<file path="config.mk">
export PLATFORM = sky130hd
export DESIGN_NAME = max7219_display_driver
export DESIGN_NICKNAME = d
export VERILOG_FILES = /design/src/rtl/max7219_display_driver.sv
export SDC_FILE = /design/constraint.sdc
export NUM_CORES = 1
export LEC_CHECK = 0
export ABC_AREA = 1
export CAP_MARGIN = 30
export CELL_PAD_IN_SITES_DETAIL_PLACEMENT = 1
export CELL_PAD_IN_SITES_GLOBAL_PLACEMENT = 1
export CORE_ASPECT_RATIO = 1.5
export CORE_UTILIZATION = 50
export CTS_BUF_LIST = sky130_fd_sc_hd__clkbuf_16
export DETAILED_ROUTE_END_ITERATION = 12
export DONT_BUFFER_PORTS = 1
export GPL_ROUTABILITY_DRIVEN = 0
export PLACE_DENSITY_LB_ADDON = 0.1
export SETUP_SLACK_MARGIN = 0.4
export SLEW_MARGIN = 40
export SYNTH_ARGS = -nofsm -noshare
export SYNTH_HDL_FRONTEND = slang
export SYNTH_SLANG_ARGS = --single-unit
</file>
<file path="constraint.sdc">
create_clock -name i_clk -period 9.5 [get_ports i_clk]
set_clock_uncertainty 0.1 [all_clocks]
set_input_delay 1.425 -clock i_clk [delete_from_list [all_inputs] [get_ports i_clk]]
set_output_delay 1.425 -clock i_clk [all_outputs]
set_load 0.1 [all_outputs]
</file>
<file path="src/rtl/max7219_display_driver.sv">
// Drives a MAX7219 over LOAD/DIN/CLK: config frames, then an endless hh:mm:ss digit refresh.
// Frame = 35*CLK_DIV cycles, no backpressure; `DISPLAY_DP_BLINK_EN lights colon DPs on even seconds.
module max7219_display_driver #(
  parameter int         CLK_DIV   = 2,
  parameter logic [3:0] INTENSITY = 4'hF
) (
  input  logic       i_clk,
  input  logic       i_reset_n,
  input  logic [4:0] i_hours,
  input  logic [5:0] i_minutes,
  input  logic [5:0] i_seconds,
  output logic       o_serial_load,
  output logic       o_serial_dout,
  output logic       o_serial_clk,
  output logic       o_init_done
);

  typedef enum logic [2:0] {IDLE, START, SHIFT_LO, SHIFT_HI, LATCH, GAP} state_t;

  state_t      state;
  logic [15:0] cnt;
  logic [3:0]  bit_idx;
  logic [3:0]  frame_idx;
  logic [14:0] shreg;
  logic [4:0]  snap_h;
  logic [5:0]  snap_m, snap_s;
  logic [4:0]  src_h;
  logic [5:0]  src_m, src_s;
  logic [3:0]  digit_addr;
  logic [7:0]  seg_byte;
  logic [15:0] frame_word;
  logic        cnt_last;
  logic        first_of_sweep;

  function automatic logic [3:0] bcd_tens(input logic [5:0] v);
    if (v >= 6'd60)      return 4'd6;
    else if (v >= 6'd50) return 4'd5;
    else if (v >= 6'd40) return 4'd4;
    else if (v >= 6'd30) return 4'd3;
    else if (v >= 6'd20) return 4'd2;
    else if (v >= 6'd10) return 4'd1;
    else                 return 4'd0;
  endfunction

  function automatic logic [3:0] bcd_ones(input logic [5:0] v);
    logic [5:0] r;
    r = v - 6'(bcd_tens(v)) * 6'd10;
    return 4'(r);
  endfunction

  function automatic logic [7:0] seg7(input logic [3:0] d);
    case (d)
      4'd0:    return 8'h7E;
      4'd1:    return 8'h30;
      4'd2:    return 8'h6D;
      4'd3:    return 8'h79;
      4'd4:    return 8'h33;
      4'd5:    return 8'h5B;
      4'd6:    return 8'h5F;
      4'd7:    return 8'h70;
      4'd8:    return 8'h7F;
      4'd9:    return 8'h7B;
      default: return 8'h00;
    endcase
  endfunction

  assign cnt_last       = (cnt == 16'(CLK_DIV - 1));
  assign first_of_sweep = (frame_idx == 4'd5);
  // The addr-1 frame is built from the live inputs in the same cycle they are snapshotted.
  assign src_h      = first_of_sweep ? i_hours   : snap_h;
  assign src_m      = first_of_sweep ? i_minutes : snap_m;
  assign src_s      = first_of_sweep ? i_seconds : snap_s;
  assign digit_addr = frame_idx - 4'd4;

  always_comb begin
    seg_byte = 8'h00;
    case (digit_addr)
      4'd1:    seg_byte = seg7(bcd_tens({1'b0, src_h}));
      4'd2:    seg_byte = seg7(bcd_ones({1'b0, src_h}));
      4'd3:    seg_byte = seg7(bcd_tens(src_m));
      4'd4:    seg_byte = seg7(bcd_ones(src_m));
      4'd5:    seg_byte = seg7(bcd_tens(src_s));
      4'd6:    seg_byte = seg7(bcd_ones(src_s));
      default: seg_byte = 8'h00;
    endcase
`ifdef DISPLAY_DP_BLINK_EN
    if (digit_addr == 4'd2 || digit_addr == 4'd4) seg_byte[7] = ~src_s[0];
`endif
    frame_word = 16'h0000;
    case (frame_idx)
      4'd0:    frame_word = 16'h0C01;
      4'd1:    frame_word = 16'h0900;
      4'd2:    frame_word = 16'h0B07;
      4'd3:    frame_word = {8'h0A, 4'h0, INTENSITY};
      4'd4:    frame_word = 16'h0F00;
      default: frame_word = {4'h0, digit_addr, seg_byte};
    endcase
  end

  always_ff @(posedge i_clk) begin
    if (!i_reset_n) begin
      state         <= IDLE;
      cnt           <= 16'd0;
      bit_idx       <= 4'd0;
      frame_idx     <= 4'd0;
      shreg         <= 15'd0;
      snap_h        <= 5'd0;
      snap_m        <= 6'd0;
      snap_s        <= 6'd0;
      o_serial_load <= 1'b1;
      o_serial_clk  <= 1'b0;
      o_serial_dout <= 1'b0;
      o_init_done   <= 1'b0;
    end else begin
      case (state)
        IDLE, GAP: begin
          if (state == IDLE || cnt_last) begin
            state         <= START;
            cnt           <= 16'd0;
            shreg         <= frame_word[14:0];
            o_serial_dout <= frame_word[15];
            o_serial_load <= 1'b0;
            if (first_of_sweep) begin
              snap_h <= i_hours;
              snap_m <= i_minutes;
              snap_s <= i_seconds;
            end
          end else begin
            cnt <= cnt + 16'd1;
          end
        end
        START: begin
          if (cnt_last) begin
            state   <= SHIFT_LO;
            cnt     <= 16'd0;
            bit_idx <= 4'd0;
          end else begin
            cnt <= cnt + 16'd1;
          end
        end
        SHIFT_LO: begin
          if (cnt_last) begin
            state        <= SHIFT_HI;
            cnt          <= 16'd0;
            o_serial_clk <= 1'b1;
          end else begin
            cnt <= cnt + 16'd1;
          end
        end
        SHIFT_HI: begin
          if (cnt_last) begin
            cnt          <= 16'd0;
            o_serial_clk <= 1'b0;
            if (bit_idx == 4'd15) begin
              state <= LATCH;
            end else begin
              state         <= SHIFT_LO;
              bit_idx       <= bit_idx + 4'd1;
              o_serial_dout <= shreg[14];
              shreg         <= {shreg[13:0], 1'b0};
            end
          end else begin
            cnt <= cnt + 16'd1;
          end
        end
        LATCH: begin
          if (cnt_last) begin
            state         <= GAP;
            cnt           <= 16'd0;
            o_serial_load <= 1'b1;
            if (frame_idx == 4'd4) o_init_done <= 1'b1;
            frame_idx     <= (frame_idx == 4'd12) ? 4'd5 : frame_idx + 4'd1;
          end else begin
            cnt <= cnt + 16'd1;
          end
        end
        default: state <= IDLE;
      endcase
    end
  end

endmodule

</file>
==> impl_results.md, run 1 <==
- Outcome: complete, no violations
- Via count: 4744
- Cell variety after synth: 44
- Average size of a mapped cell: 6.571 um^2
- Routed len/inst: 16.84 um
- Synth Instances: 714
- Startpoint type of the worst setup path: flop
- Worst rel slew slack: 44.44%
- Pre-CTS WS: 4.966 ns
- Synth Area in Adders: 11.68%
- Max-Cap Viols: 0
- Final slew viol count: 0
- Post-CTS Resized: 0
- Worst slew pin tran: 0.8326 ns
- Post-CTS Setup Inserts: 0
- Mux share of post-synthesis cell area: 0%
- Xor and xnor area share after synthesis: 0.7467%
- Global-route wire length before repair: 23.14 mm
- Fin cells: 823
- Fin crit period: 4.653 ns
- Layout area overhead: 6.720%
- RSZ-0062 raised after global routing: false
- Dpl cells: 807
- Share of the synthesized area in the top cell type: 26.88%
- Largest family of logic cells by synthesized area: simple AND/OR/NAND/NOR gates
- Hold path depth: 2
- I/O Buffers: 0
- Core Rows: 42
- TritonCTS clock tree: done
- GRT Util Overall: 31.16%
- Max frequency: 0.2149 GHz
- R2R setup slack: 4.85 ns
- DIE AREA: 9783 um^2
- Initial DRT Pass Iterations: 4
- Syn Std Cell Area: 4692 um^2
- CTS root buffer: clkbuf_16
- Maximum clock insertion buffer count: 2
- Hold-fix buffers, CTS: 0
- Fin. Hold Viols: 0
- Top cells by area, synth: dfxtp_1, nand2_1, ha_1
- Starting Density: 52.21%
- GRT overflow: 0
- IO Pins: 23
- Simple-Gate Fraction of Synth Area: 31.68%
- Via/cell ratio: 5.764
- Cell taking the most area after synthesis: dfxtp_1
- Clock sink count: 63
- Setup violators final: 0
- Register area share after synthesis: 26.88%
- Post-synth ARST share: 0%
- Clock Pin Slew Worst Setup and Hold Paths: 0.06 ns
- FILL cells: 1229
- Finished Cell Area: 5007 um^2
- Total Routed Length: 13.86 mm
- Worst Setup End Kind: flop
- Residual DRC: 0
- Area occupied by multi-input gates: 2958 um^2
- Largest net degree at the start of global routing: 36
- Post-synthesis compound-gate area fraction: 18.93%
- Tightest Hold Check Type: flop to flop
- Yosys warns: 0
- DP HPWL: 10.34 mm
- Power per Cell Area: 310.8 nW/um^2
- Die span in x: 81.10 um
- Detail Route Antenna Nets: 0
- Storage element area: 1266 um^2
- Vert. Die Dim: 120.6 um
- Num CTS Buffers: 9
- Reg2Reg Depth: 24
- Fraction of layout cells with a size suffix above 1: 9.397%
- Fin crit share: 48.97%
- Number of global-route vias before repair: 5104
- WP data arrival: 4.74 ns
- Placed cell areas: 4735 um^2
- Layout net count: 769
- Fin worst setup slack: 4.847 ns
- Synth Flop Type: dfxtp_1
- H-tree levels: 3
- Post-Syn Nets: 775
- TNS Setup: 0 ns
- Initial antenna violation count: 0
- Yosys reg bits: 63
- 1st-iter DRT viols: 120
- Leakage: 0.002330 uW
- Required time of the critical path: 9.59 ns
- Crit Path Max Fanout: 35
- CP Class: flop to flop
- Post-synth EDFFs: 0
- Clock Latency Late Sink: 0.34 ns
- Core ar.: 8986 um^2
- Antenna fix cells: 0
- Maximum VDD drop: 178.5 uV
layout make-up:
cell class	count	share of cell area (%)
inverter	97	7.296
clock buffer	9	4.498
multi-input combinational	536	59.07
tap	110	2.749
clock inverter	7	0.9495
sequential	63	25.29
timing repair buffer	1	0.1499
power breakdown:
part	leakage, uW	switching, uW	internal, uW
logic	0.00168	607	274
registers	0.000515	49.6	317
clock network	0.000134	132	177
total	0.00233	789	768
through the flow:
| stage | utilization (%) | hold WS, ns | total power (uW) |
|---|---|---|---|
| 2_1_floorplan | - | 0.3291 | 1024 |
| 3_3_place_gp | 52.63 | 0.3369 | 1183 |
| 3_5_place_dp | 52.69 | 0.3519 | 1231 |
| 4_1_cts | 55.72 | 0.3588 | 1558 |
| 5_1_grt | 55.72 | 0.3767 | 1687 |
| 6_report | 55.72 | 0.3560 | 1556 |
layer usage:
layer,routed length (um),GRT usage [%],vias up
met5,0,0,-
met4,541,17.63,0
met3,268,4.906,42
met2,7818,60.14,77
met1,5234,29.77,2298
li1,-,-,2327
critical path, cell delays in order (launching register included):
cell and delay, ns:
dfxtp_1 0.34, inv_1 0.12, ha_1 0.62, nand2_4 0.44, nand2_1 0.18, nand2_1 0.12, nand2_1 0.12, nor2_1 0.06
nor2_1 0.11, nand2_2 0.10, nand2_2 0.08, nand2_2 0.06, nand2_1 0.15, inv_1 0.10, ha_1 0.20, fa_1 0.66
inv_1 0.16, o21ai_0 0.23, nand2_1 0.10, nand3_1 0.09, nand3_1 0.09, nand2_1 0.07, nand2_1 0.06, nand2_1 0.07
a21oi_2 0.05
path summary, 6_finish.rpt:
path,startpoint,to
max,frame_idx[3],shreg[1]
min,snap_s[5],snap_s[5]
max reg2reg,frame_idx[3],shreg[1]
min reg2reg,snap_s[5],snap_s[5]
cells by family (layout without fill, tap and decap cells):
| kind of cell | count (synthesis) | in the layout |
|---|---|---|
| fa+ha+maj | 42 | 42 |
| buf+inv | 115 | 114 |
| xor+xnor | 4 | 4 |
| compound gates | 156 | 156 |
| flops | 63 | 63 |
| simple gates | 334 | 334 |
flip-flops by register name, summed over array words and instances (netlist names):
signal,flops
cnt,16
shreg,15
snap_m,6
snap_s,6
snap_h,5
bit_idx,4
frame_idx,4
state,3
o_init_done,1
o_serial_clk,1
o_serial_dout,1
o_serial_load,1
placed cells by master (no fill, tap or decap), drive strengths merged, types with 2 or more instances in the layout:
cell and instances:
dfxtp 63, xnor2 3, a21oi 69, nor3 17, nand2 198, ha 39, clkinv 11, clkbuf 9
inv 92, nand3 50, a211oi 9, a31oi 4, o21ai 59, o21a 3, fa 3, o22ai 3
o211ai 2, nand4 6, nor2 55, a311oi 3, or2 2, nor4 4
synth_stat cells, types with 2 or more instances:
library cell and count:
dfxtp_1 63, nor2_1 54, buf_6 2, inv_2 5, a311oi_1 3, a21oi_2 2
o22ai_1 3, o21a_1 3, a31oi_1 4, a211oi_1 9, o21ai_2 5, clkinv_1 6
fa_1 3, o21ai_1 3, o21ai_0 51, nand2_1 175, inv_1 85, nand2_2 19
buf_4 2, xnor2_1 3, o211ai_1 2, nand3_2 6, nand4_1 6, ha_1 39
nor3_1 17, a21oi_1 66, nand3_1 44, clkbuf_1 8, buf_2 5, nor4_1 4
nand2_4 4
(Power assumes the default switching activity.)
==> run 2, diff against run 1 <==
--- a/config.mk
+++ b/config.mk
@@ -10,7 +10,7 @@
 export CELL_PAD_IN_SITES_DETAIL_PLACEMENT = 1
 export CELL_PAD_IN_SITES_GLOBAL_PLACEMENT = 1
 export CORE_ASPECT_RATIO = 1.5
-export CORE_UTILIZATION = 50
+export CORE_UTILIZATION = 46
 export CTS_BUF_LIST = sky130_fd_sc_hd__clkbuf_16
 export DETAILED_ROUTE_END_ITERATION = 12
 export DONT_BUFFER_PORTS = 1
==> constraint.sdc (replaced) <==
create_clock -name i_clk -period 4.7 [get_ports i_clk]
set_clock_uncertainty 0.1 [all_clocks]
set_input_delay 0.705 -clock i_clk [delete_from_list [all_inputs] [get_ports i_clk]]
set_output_delay 0.705 -clock i_clk [all_outputs]
set_load 0.1 [all_outputs]
==> impl_results.md, run 2 (same netlist as run 1, synthesis figures left out) <==
- Worst path most repeated cell: nand2_1
- Core ar.: 9799 um^2 (+9.1%)
- Largest net degree at the start of global routing: 27 (-25%)
- Detail Route Antenna Nets: 0 (unchanged)
- Fin cells: 835 (+1.5%)
- Vert. Die Dim: 125.7 um (+4.2%)
- Fin util: 52.78% (-2.9 points)
- Starting Density: 47.88% (-4.3 points)
- Power per Cell Area: 645.2 nW/um^2 (+110%)
- Biggest register: cnt
- Tightest Hold Check Type: flop to flop
- Total Routed Length: 13.81 mm (-0.38%)
- Initial DRT Pass Iterations: 4 (unchanged)
- Storage element area: 1266 um^2 (unchanged)
- Max reg flops: 16 (unchanged)
- Clock sink count: 63 (unchanged)
- 1st-iter DRT viols: 123 (+2.5%)
- Die span in x: 84.46 um (+4.1%)
- Crit Path Max Fanout: 13 (-63%)
- Internal: 1763 uW (+130%)
- Global-route wire length before repair: 23.12 mm (about the same)
- Layout area overhead: 10.24%
- Clock share of power: 23.5% (+3.7 points)
- Number of global-route vias before repair: 5056 (-0.94%)
- Slowest-stage cell, CP: fa_2
- I/O Buffers: 0 (unchanged)
- Critical path's largest stage delay: 0.42 ns (-0.24 ns)
- Min-delay src: snap_h[2]
- Max-Cap Viols: 0 (unchanged)
- CTS root buffer: clkbuf_16
- Initial antenna violation count: 0 (unchanged)
- Crit-path cells: inv_1 > ha_2 > buf_6 > nand3_1 > nand2_2 > clkinv_1 > nand2_1 > nand2_1 > nand2_1 > nand2_2 > nand2_1 > nand2_2 > nand2_1 > inv_1 > ha_1 > fa_2 > xnor2_2 > inv_1 > nand3_2 > nand3_2 > a31oi_1 > nand3_1 > nand2_1 > a21oi_1
- R2R setup slack: 0.64 ns (-4.21 ns)
- Combinational share of power: 54.2% (-2.4 points)
- DIE AREA: 10620 um^2 (+8.5%)
- Dpl cells: 817 (+1.2%)
- Num CTS Buffers: 9 (unchanged)
- WP data arrival: 4.17 ns (-0.57 ns)
- GRT overflow: 0 (unchanged)
- Fin crit period: 4.062 ns (-0.5904 ns)
- Fin crit share: 86.43% (+37 points)
- Crit path launch: frame_idx[1]
- Sequential share of power: 22.2% (-1.4 points)
- Biggest regs: cnt: 16 flops, shreg: 15 flops
- Required time of the critical path: 4.81 ns (-4.78 ns)
- Core Rows: 44 (+4.8%)
- Via/cell ratio: 5.649 (-2.0%)
- GRT Util Overall: 27.43% (-3.7 points)
- Residual DRC: 0 (unchanged)
- Worst slew pin tran: 0.6175 ns (-0.2151 ns)
- Maximum VDD drop: 331.9 uV (+86%)
- Switching pwr: 1574 uW (+100%)
- Max frequency: 0.2462 GHz (+15%)
- Routed len/inst: 16.54 um (-1.8%)
- Area occupied by multi-input gates: 2984 um^2 (+0.89%)
- Clock Latency Late Sink: 0.34 ns (about the same)
- CP Class: flop to flop
- Commonest non-fill, non-tap cell in the layout: nand2_1
- Hold path depth: 2 (unchanged)
- Fin. Hold Viols: 0 (unchanged)
- FILL cells: 1311 (+6.7%)
- Worst Setup End Kind: flop
- Maximum clock insertion buffer count: 2 (unchanged)
- Reg2Reg Depth: 24 (unchanged)
- Clock Pin Slew Worst Setup and Hold Paths: 0.06 ns (about the same)
- IO Pins: 23 (unchanged)
- H-tree levels: 3 (unchanged)
- Fraction of layout cells with a size suffix above 1: 11.39% (+2.0 points)
- Layout net count: 776 (+0.91%)
- Outcome: complete, no violations
- Final slew viol count: 0 (unchanged)
- Startpoint type of the worst setup path: flop
- Reg2reg end: shreg[0]
- DP HPWL: 10.48 mm (+1.4%)
- Most frequent cells in the layout: nand2_1, inv_1, a21oi_1
- TNS Setup: 0 ns (unchanged)
- RSZ-0062 raised after global routing: false
- Leakage: 0.002382 uW (+2.3%)
- Antenna fix cells: 0 (unchanged)
- Via count: 4717 (-0.57%)
- TritonCTS clock tree: done
- Worst rel slew slack: 58.68% (+14 points)
- Setup violators final: 0 (unchanged)
- Switch share: 47.18% (-3.5 points)
- Reg2reg start: frame_idx[1]
- WHS Endpoint: snap_h[2]
## run 2: changes by cell type in the layout (fill, tap and decap cells not counted), sizes merged
cell    delta
buf        +7
bufinv     +3
clkinv     -3
## run 2: worst max-delay path: cells and delay by family, from the launching register on
family / cells / cell delay [ns]
AOI/OAI and AO/OA: 2 / 0.28
xor gates and xnor gates: 1 / 0.24
adders and majority gates: 3 / 0.91
buffers and inverters: 5 / 0.63
DFF: 1 / 0.34
and+or+nand+nor: 13 / 1.42
## run 2: worst max-delay path by stage
stage,to,slack [ns],cells after the start
2_1_floorplan,shreg[1],1.33,28
3_3_place_gp,shreg[0],0.77,24
3_5_place_dp,shreg[0],0.60,24
4_1_cts,shreg[3],0.58,27
5_1_grt,shreg[0],0.37,24
6_report,shreg[0],0.64,24
## run 2: cell type report
| class | count | area share, % |
|---|---|---|
| clock buffers | 9 | 4.354 |
| clock inverters | 7 | 2.322 |
| inverters | 97 | 7.063 |
| multi-input cells | 536 | 57.69 |
| flip-flops and latches | 63 | 24.48 |
| well taps | 115 | 2.782 |
| repair buffers | 8 | 1.306 |
## run 2: power groups by stage
stage / sequential (uW) / combinational (uW) / clock (uW)
3_5_place_dp: 752 / 1740 / 0
2_1_floorplan: 731 / 1340 / 0
3_3_place_gp: 742 / 1680 / 0
6_report: 742 / 1810 / 786
5_1_grt: 755 / 2050 / 824
4_1_cts: 742 / 1760 / 797
## run 2: routing by layer
metal,vias to the layer above,track usage (%),wire length (um)
met5,-,0,0
met4,0,15.95,622
met3,43,3.211,236
met2,57,54.19,7682
met1,2277,26.90,5268
li1,2340,-,-
## run 2: what timing repair did
| item | CTS | global route |
|---|---|---|
| setup endpoints to repair | 0 | 7 |
| resized for setup | 0 | 9 |
| hold buffers | 0 | 0 |
| setup buffers | 0 | 2 |
| hold endpoints to repair | 0 | 0 |
## run 2: metrics by stage
| stage | instance area [um^2] | hold slack [ns] | power (uW) | setup slack, ns |
|---|---|---|---|---|
| floorplan | 4692 | 0.3291 | 2070 | 1.328 |
| global placement | 4773 | 0.3370 | 2418 | 0.7747 |
| detailed placement | 4778 | 0.3418 | 2494 | 0.6034 |
| CTS | 5124 | 0.3504 | 3300 | 0.5818 |
| global route | 5172 | 0.3580 | 3632 | 0.3711 |
| finish | 5172 | 0.3493 | 3337 | 0.6379 |
==> run 3, diff against run 2 <==
--- a/config.mk
+++ b/config.mk
@@ -12,6 +12,7 @@
 export CORE_ASPECT_RATIO = 1.5
 export CORE_UTILIZATION = 46
 export CTS_BUF_LIST = sky130_fd_sc_hd__clkbuf_16
+export CTS_CLUSTER_SIZE = 12
 export DETAILED_ROUTE_END_ITERATION = 12
 export DONT_BUFFER_PORTS = 1
 export GPL_ROUTABILITY_DRIVEN = 0
==> results of run 3 <==
The final DEF is identical to that of run 2; final timing and power are the same.
